**config.mk**
```make
export PLATFORM = sky130hd
export DESIGN_NAME = life_engine
export DESIGN_NICKNAME = d
export VERILOG_FILES = /design/src/rtl/life_pkg.sv /design/src/rtl/life_engine_cell_rule.sv /design/src/rtl/life_engine.sv
export SDC_FILE = /design/constraint.sdc
export NUM_CORES = 1
export LEC_CHECK = 0
export ABC_AREA = 1
export ABC_CLOCK_PERIOD_IN_PS = 6900
export BUFFER_PORTS_ARGS = -buffer_cell sky130_fd_sc_hd__buf_2
export CAP_MARGIN = 20
export CELL_PAD_IN_SITES_DETAIL_PLACEMENT = 1
export CELL_PAD_IN_SITES_GLOBAL_PLACEMENT = 1
export CORE_MARGIN = 2
export CORE_UTILIZATION = 35
export CTS_CLUSTER_DIAMETER = 40
export CTS_CLUSTER_SIZE = 28
export DETAILED_ROUTE_END_ITERATION = 8
export GPL_TIMING_DRIVEN = 1
export PLACE_DENSITY_LB_ADDON = 0.1
export SLEW_MARGIN = 20
export SYNTH_ARGS = -nofsm -noshare
export SYNTH_HDL_FRONTEND = slang
export SYNTH_SLANG_ARGS = --single-unit
```
**constraint.sdc**
```tcl
create_clock -name ph1 -period 6.9 [get_ports ph1]
set_clock_uncertainty 0.15 [all_clocks]
set_input_delay 1.38 -clock ph1 [delete_from_list [all_inputs] [get_ports ph1]]
set_output_delay 1.38 -clock ph1 [all_outputs]
set_load 0.01 [all_outputs]
```
**src/rtl/life_pkg.sv**
```systemverilog
// Shared types and constants for the 8x8 Game of Life generation engine.
package life_pkg;

  localparam int unsigned BOARD_DIM = 8;
  localparam int unsigned CELLS     = BOARD_DIM * BOARD_DIM;

  typedef enum logic [1:0] {
    IDLE,
    COMPUTE,
    COMMIT
  } state_t;

  // board[row][col]; bit col of a row byte is column col, 1 = alive
  typedef logic [BOARD_DIM-1:0][BOARD_DIM-1:0] board_t;

  function automatic logic [6:0] popcount8(input logic [7:0] v);
    logic [6:0] n;
    n = '0;
    for (int unsigned i = 0; i < 8; i++) n = n + {6'b0, v[i]};
    return n;
  endfunction

endpackage

```
**src/rtl/life_engine_cell_rule.sv**
```systemverilog
// Combinational Life rule for one cell: born on 3 neighbours, survives on 2 or 3.
module cell_rule
  import life_pkg::*;
(
  input  logic       i_center,
  input  logic [7:0] i_nbr,
  output logic       o_next
);

  logic [3:0] w_sum;

  always_comb begin
    w_sum = '0;
    for (int unsigned i = 0; i < 8; i++) w_sum = w_sum + {3'b0, i_nbr[i]};
    o_next = (w_sum == 4'd3) || (i_center && (w_sum == 4'd2));
  end

endmodule

```
**src/rtl/life_engine.sv**
```systemverilog
// 8x8 Life engine: row loading, one-cell-per-clock generation into a shadow board, atomic commit.
// Build option: LIFE_TORUS_EN selects a toroidal board; otherwise edges read as dead.
module life_engine
  import life_pkg::*;
#(
  parameter int GEN_W = 8
) (
  input  logic             ph1,
  input  logic             reset,
  input  logic             load_en,
  input  logic [2:0]       load_row,
  input  logic [7:0]       load_data,
  input  logic             step,
  input  logic [5:0]       disp_addr,
  output logic [7:0]       row_out,
  output logic             busy,
  output logic             done,
  output logic [GEN_W-1:0] gen_count,
  output logic [6:0]       alive_count,
  output logic             stable
);

  state_t           r_state;
  board_t           r_board;
  board_t           r_shadow;
  logic [7:0]       r_row_out;
  logic             r_busy;
  logic             r_done;
  logic [GEN_W-1:0] r_gen;
  logic [6:0]       r_alive;
  logic [6:0]       r_run;
  logic             r_stable;
  logic [5:0]       r_idx;

  logic [2:0] w_r, w_c, w_rn, w_rs, w_cw, w_ce;
  logic       w_n_ok, w_s_ok, w_w_ok, w_e_ok;
  logic [7:0] w_nbr;
  logic       w_next;
  logic       w_unused;

  assign w_unused = ^disp_addr[2:0];

  assign w_r  = r_idx[5:3];
  assign w_c  = r_idx[2:0];
  assign w_rn = w_r - 3'd1;
  assign w_rs = w_r + 3'd1;
  assign w_cw = w_c - 3'd1;
  assign w_ce = w_c + 3'd1;

`ifdef LIFE_TORUS_EN
  assign w_n_ok = 1'b1;
  assign w_s_ok = 1'b1;
  assign w_w_ok = 1'b1;
  assign w_e_ok = 1'b1;
`else
  assign w_n_ok = (w_r != 3'd0);
  assign w_s_ok = (w_r != 3'd7);
  assign w_w_ok = (w_c != 3'd0);
  assign w_e_ok = (w_c != 3'd7);
`endif

  // Wrapped indices are always in range; the ok flags mask them off on a bounded board.
  assign w_nbr = {
    w_n_ok & w_w_ok & r_board[w_rn][w_cw], w_n_ok & r_board[w_rn][w_c], w_n_ok & w_e_ok & r_board[w_rn][w_ce],
    w_w_ok & r_board[w_r][w_cw],                                        w_e_ok & r_board[w_r][w_ce],
    w_s_ok & w_w_ok & r_board[w_rs][w_cw], w_s_ok & r_board[w_rs][w_c], w_s_ok & w_e_ok & r_board[w_rs][w_ce]
  };

  cell_rule u_rule (
    .i_center (r_board[w_r][w_c]),
    .i_nbr    (w_nbr),
    .o_next   (w_next)
  );

  always_ff @(posedge ph1) begin
    if (!reset) begin
      r_state   <= IDLE;
      r_board   <= '0;
      r_shadow  <= '0;
      r_row_out <= '0;
      r_busy    <= 1'b0;
      r_done    <= 1'b0;
      r_gen     <= '0;
      r_alive   <= '0;
      r_run     <= '0;
      r_stable  <= 1'b0;
      r_idx     <= '0;
    end else begin
      r_row_out <= r_board[disp_addr[5:3]];
      r_done    <= 1'b0;
      case (r_state)
        IDLE: begin
          if (load_en) begin
            r_board[load_row] <= load_data;
            r_gen             <= '0;
            r_stable          <= 1'b0;
            r_alive           <= r_alive + popcount8(load_data) - popcount8(r_board[load_row]);
          end else if (step) begin
            r_state <= COMPUTE;
            r_idx   <= '0;
            r_run   <= '0;
            r_busy  <= 1'b1;
          end
        end
        COMPUTE: begin
          r_shadow[w_r][w_c] <= w_next;
          r_run              <= r_run + {6'b0, w_next};
          if (r_idx == 6'(CELLS - 1)) begin
            r_state <= COMMIT;
            r_done  <= 1'b1;
          end else begin
            r_idx <= r_idx + 6'd1;
          end
        end
        COMMIT: begin
          r_board  <= r_shadow;
          r_stable <= (r_shadow == r_board);
          r_alive  <= r_run;
          r_gen    <= r_gen + 1'b1;
          r_busy   <= 1'b0;
          r_state  <= IDLE;
        end
        default: r_state <= IDLE;
      endcase
    end
  end

  assign row_out     = r_row_out;
  assign busy        = r_busy;
  assign done        = r_done;
  assign gen_count   = r_gen;
  assign alive_count = r_alive;
  assign stable      = r_stable;

endmodule

```
==> out/summary.txt <==
CTS tree: yes
Post-CTS setup buffers: 0
Root buf cell: clkbuf_16
Vias after detailed routing: 12700
Min cycle time layout: 6500 ps
Post-synth EDFFs: 0
# hold bufs at CTS: 0
Routed WL: 54500 µm
Vias in the first global route: 12500
Std cell rows: 67
Most used DFF post-synth: dfxtp_1
Core Region: 33600 µm²
Synth Area per Inst: 6.87 µm²
RSZ-0062 raised after global routing: false
Final setup fails: 0
Most frequent cells in the layout: nand2_1, nor2_1, o21ai_0
Most common cell after layout, fill and taps aside: nand2_1
Synth top area share: 0.282
Latest clock arrival within the worst-skew pair: 470 ps
Initial antenna violation count: 3
Fillers: 4341
CP startpoint kind: flop
Cell Area, Synth: 12000 µm²
Final Non-Filler Cells: 2241
Worst EP arrival: 6660 ps
DR iter-0 viols: 914
Pin count of the biggest net entering global routing: 85
CTS H-tree depth: 4
Min-delay worst type: reg -> reg
Dpl hpwl: 41700 µm
Drt pass-1 iters: 5
Sum Neg Setup Slack: 0 ps
WL per Instance: 24.3 µm
VDD IR max: 0.177 mV
Die area: 35700 µm²
Top area cells in the synthesized netlist: dfxtp_1, nand2_1, o21ai_0
First-pass GRT wire length: 81200 µm
Synthesized Nets: 1805
IO Pins: 47
Synth warn: 0
Slew at the pin with the worst max-slew slack: 1110 ps
Die Ht: 189 µm
Post-DP Area: 12700 µm²
Global route total overflow: 0
Area Overhead vs Synth: 11.0%
Post-DRT Antenna Nets: 0
Clock slew at reported path FFs: 80 ps
Worst path most repeated cell: nand2_1
Share of cells above drive strength 1: 0.117
Fin. Hold Viols: 0
MaxCap Viol Count: 0
Synth Register Bits: 169
Inst Count DP: 2208
Final nets: 1839
Max Clk Rate: 0.154 GHz
Synthesized instance count: 1745
Class of the most critical setup path: reg -> reg
Worst EP required: 7060 ps
Residual DRC: 0
Yosys top cell by area: dfxtp_1
TritonCTS Buffers: 17
CP max FO: 37
Slew margin rel.: 0.259
Final Util: 0.396
GR Util All Layers: 0.308
Post-route design area: 13300 µm²
Critical Path End Type: flop
Clock sink total: 169
Vias per cell: 5.66
Final Cycle Share: 0.942
Initial Util: 0.356
Static Leakage: 0.00523 µW
IO buf count: 43
CP Buf/Inv Count: 7
Slowest stage cell, crit path: buf_4
Seq/Total Area, Yosys: 0.282
GPL Wtd Cong: 1.03
Max stage delay on crit path: 750 ps
Power density over the cells: 209 nW/µm²
Final slew viol count: 0
Synth unique cells: 53
CTS max path bufs: 2
CP top delay family: buffers and inverters
Chip width: 189 µm
Asr flop ratio synth: 0
Outcome: finished, final reports clean
state kept, by name (all words and copies together), names as in the netlist:
signal	cells
done	1
stable	1
r_run	7
row_out	8
r_board	64
r_idx	6
alive_count	7
r_shadow	64
busy	1
r_state	2
gen_count	8
worst register-to-register path: cells and delay by family, from the launching register on:
| family | cells | cell delay (ps) |
|---|---|---|
| compound gates | 5 | 820 |
| fa+ha+maj | 5 | 1960 |
| buf+inv | 7 | 2220 |
| simple gates | 8 | 760 |
| flops | 1 | 440 |
worst paths after layout:
| check | start | endpoint | slack [ps] | depth (start not counted) |
|---|---|---|---|---|
| worst max-delay path | r_idx[3]$_SDFFE_PN0P_ | r_shadow[39]$_SDFFE_PN0P_ | 400 | 25 |
| worst min-delay path | busy$_SDFFE_PN0P_ | busy$_SDFFE_PN0P_ | 330 | 2 |
| worst max register to register | r_idx[3]$_SDFFE_PN0P_ | r_shadow[39]$_SDFFE_PN0P_ | 400 | 25 |
| worst min register to register | busy$_SDFFE_PN0P_ | busy$_SDFFE_PN0P_ | 330 | 2 |
through the flow:
stage | hold slack [ps] | total power (µW) | setup WS (ps)
4_1_cts | 332 | 2790 | 211
2_1_floorplan | 308 | 1540 | 501
3_3_place_gp | 309 | 1730 | 216
6_report | 331 | 2780 | 399
3_5_place_dp | 319 | 1750 | 30.8
5_1_grt | 365 | 2930 | 5.55
per-layer routing:
metal | up-vias | share of wire | global-route usage | wire length [µm]
li1 | 5943 | - | - | -
met3 | 95 | 0.074 | 0.0684 | 4020
met5 | - | 0.00073 | 0 | 40
met4 | 6 | 0.043 | 0.136 | 2350
met1 | 6189 | 0.45 | 0.416 | 24600
met2 | 447 | 0.43 | 0.471 | 23500
cells by family after synthesis:
| family | after synthesis | synth area share |
|---|---|---|
| AO/OA/AOI/OAI | 459 | 0.277 |
| XOR/XNOR | 26 | 0.0196 |
| adder cells (fa/ha/maj) | 39 | 0.0514 |
| buffers and inverters | 245 | 0.0978 |
| flip-flops | 169 | 0.282 |
| AND/OR/NAND/NOR | 807 | 0.272 |
cell usage after synthesis, types with 5 or more instances:
cell type  count
a211oi_1       6
a21oi_1       78
a21oi_4       49
a221oi_1       9
a22oi_1        6
a311oi_1      65
a31oi_1       13
buf_12         5
buf_2         22
buf_4          7
buf_6         13
clkbuf_1      34
clkinv_1       7
dfxtp_1      169
fa_1          17
ha_1          22
inv_1        148
nand2_1      476
nand3_1       93
nor2_1       198
nor3_1        12
o211ai_1      10
o21ai_0      175
o21ai_1       12
o21ai_4        5
o22ai_1       22
xnor2_1       10
xor2_1        15
report_power, final:
part | internal (µW) | switching (µW) | leakage (µW)
logic | 242 | 454 | 0.00357
clock network | 578 | 464 | 0.000293
registers | 1010 | 31.7 | 0.00137
total | 1830 | 950 | 0.00523
repair_timing:
item / CTS / global route
endpoints found under the setup margin: 1 / 3
hold endpoints to repair: 0 / 0
gates resized for setup: 1 / 4
cell type report:
type,count,area (µm²),share of cell area
clock buffer,18,429,0.0323
inverter,159,604,0.0454
antenna,1,2.50,0.000188
multi-input combinational,1331,7460,0.561
tap,448,561,0.0421
timing repair buffer,101,676,0.0508
sequential,169,3390,0.255
clock inverter,14,184,0.0138
(Power assumes the default switching activity.)
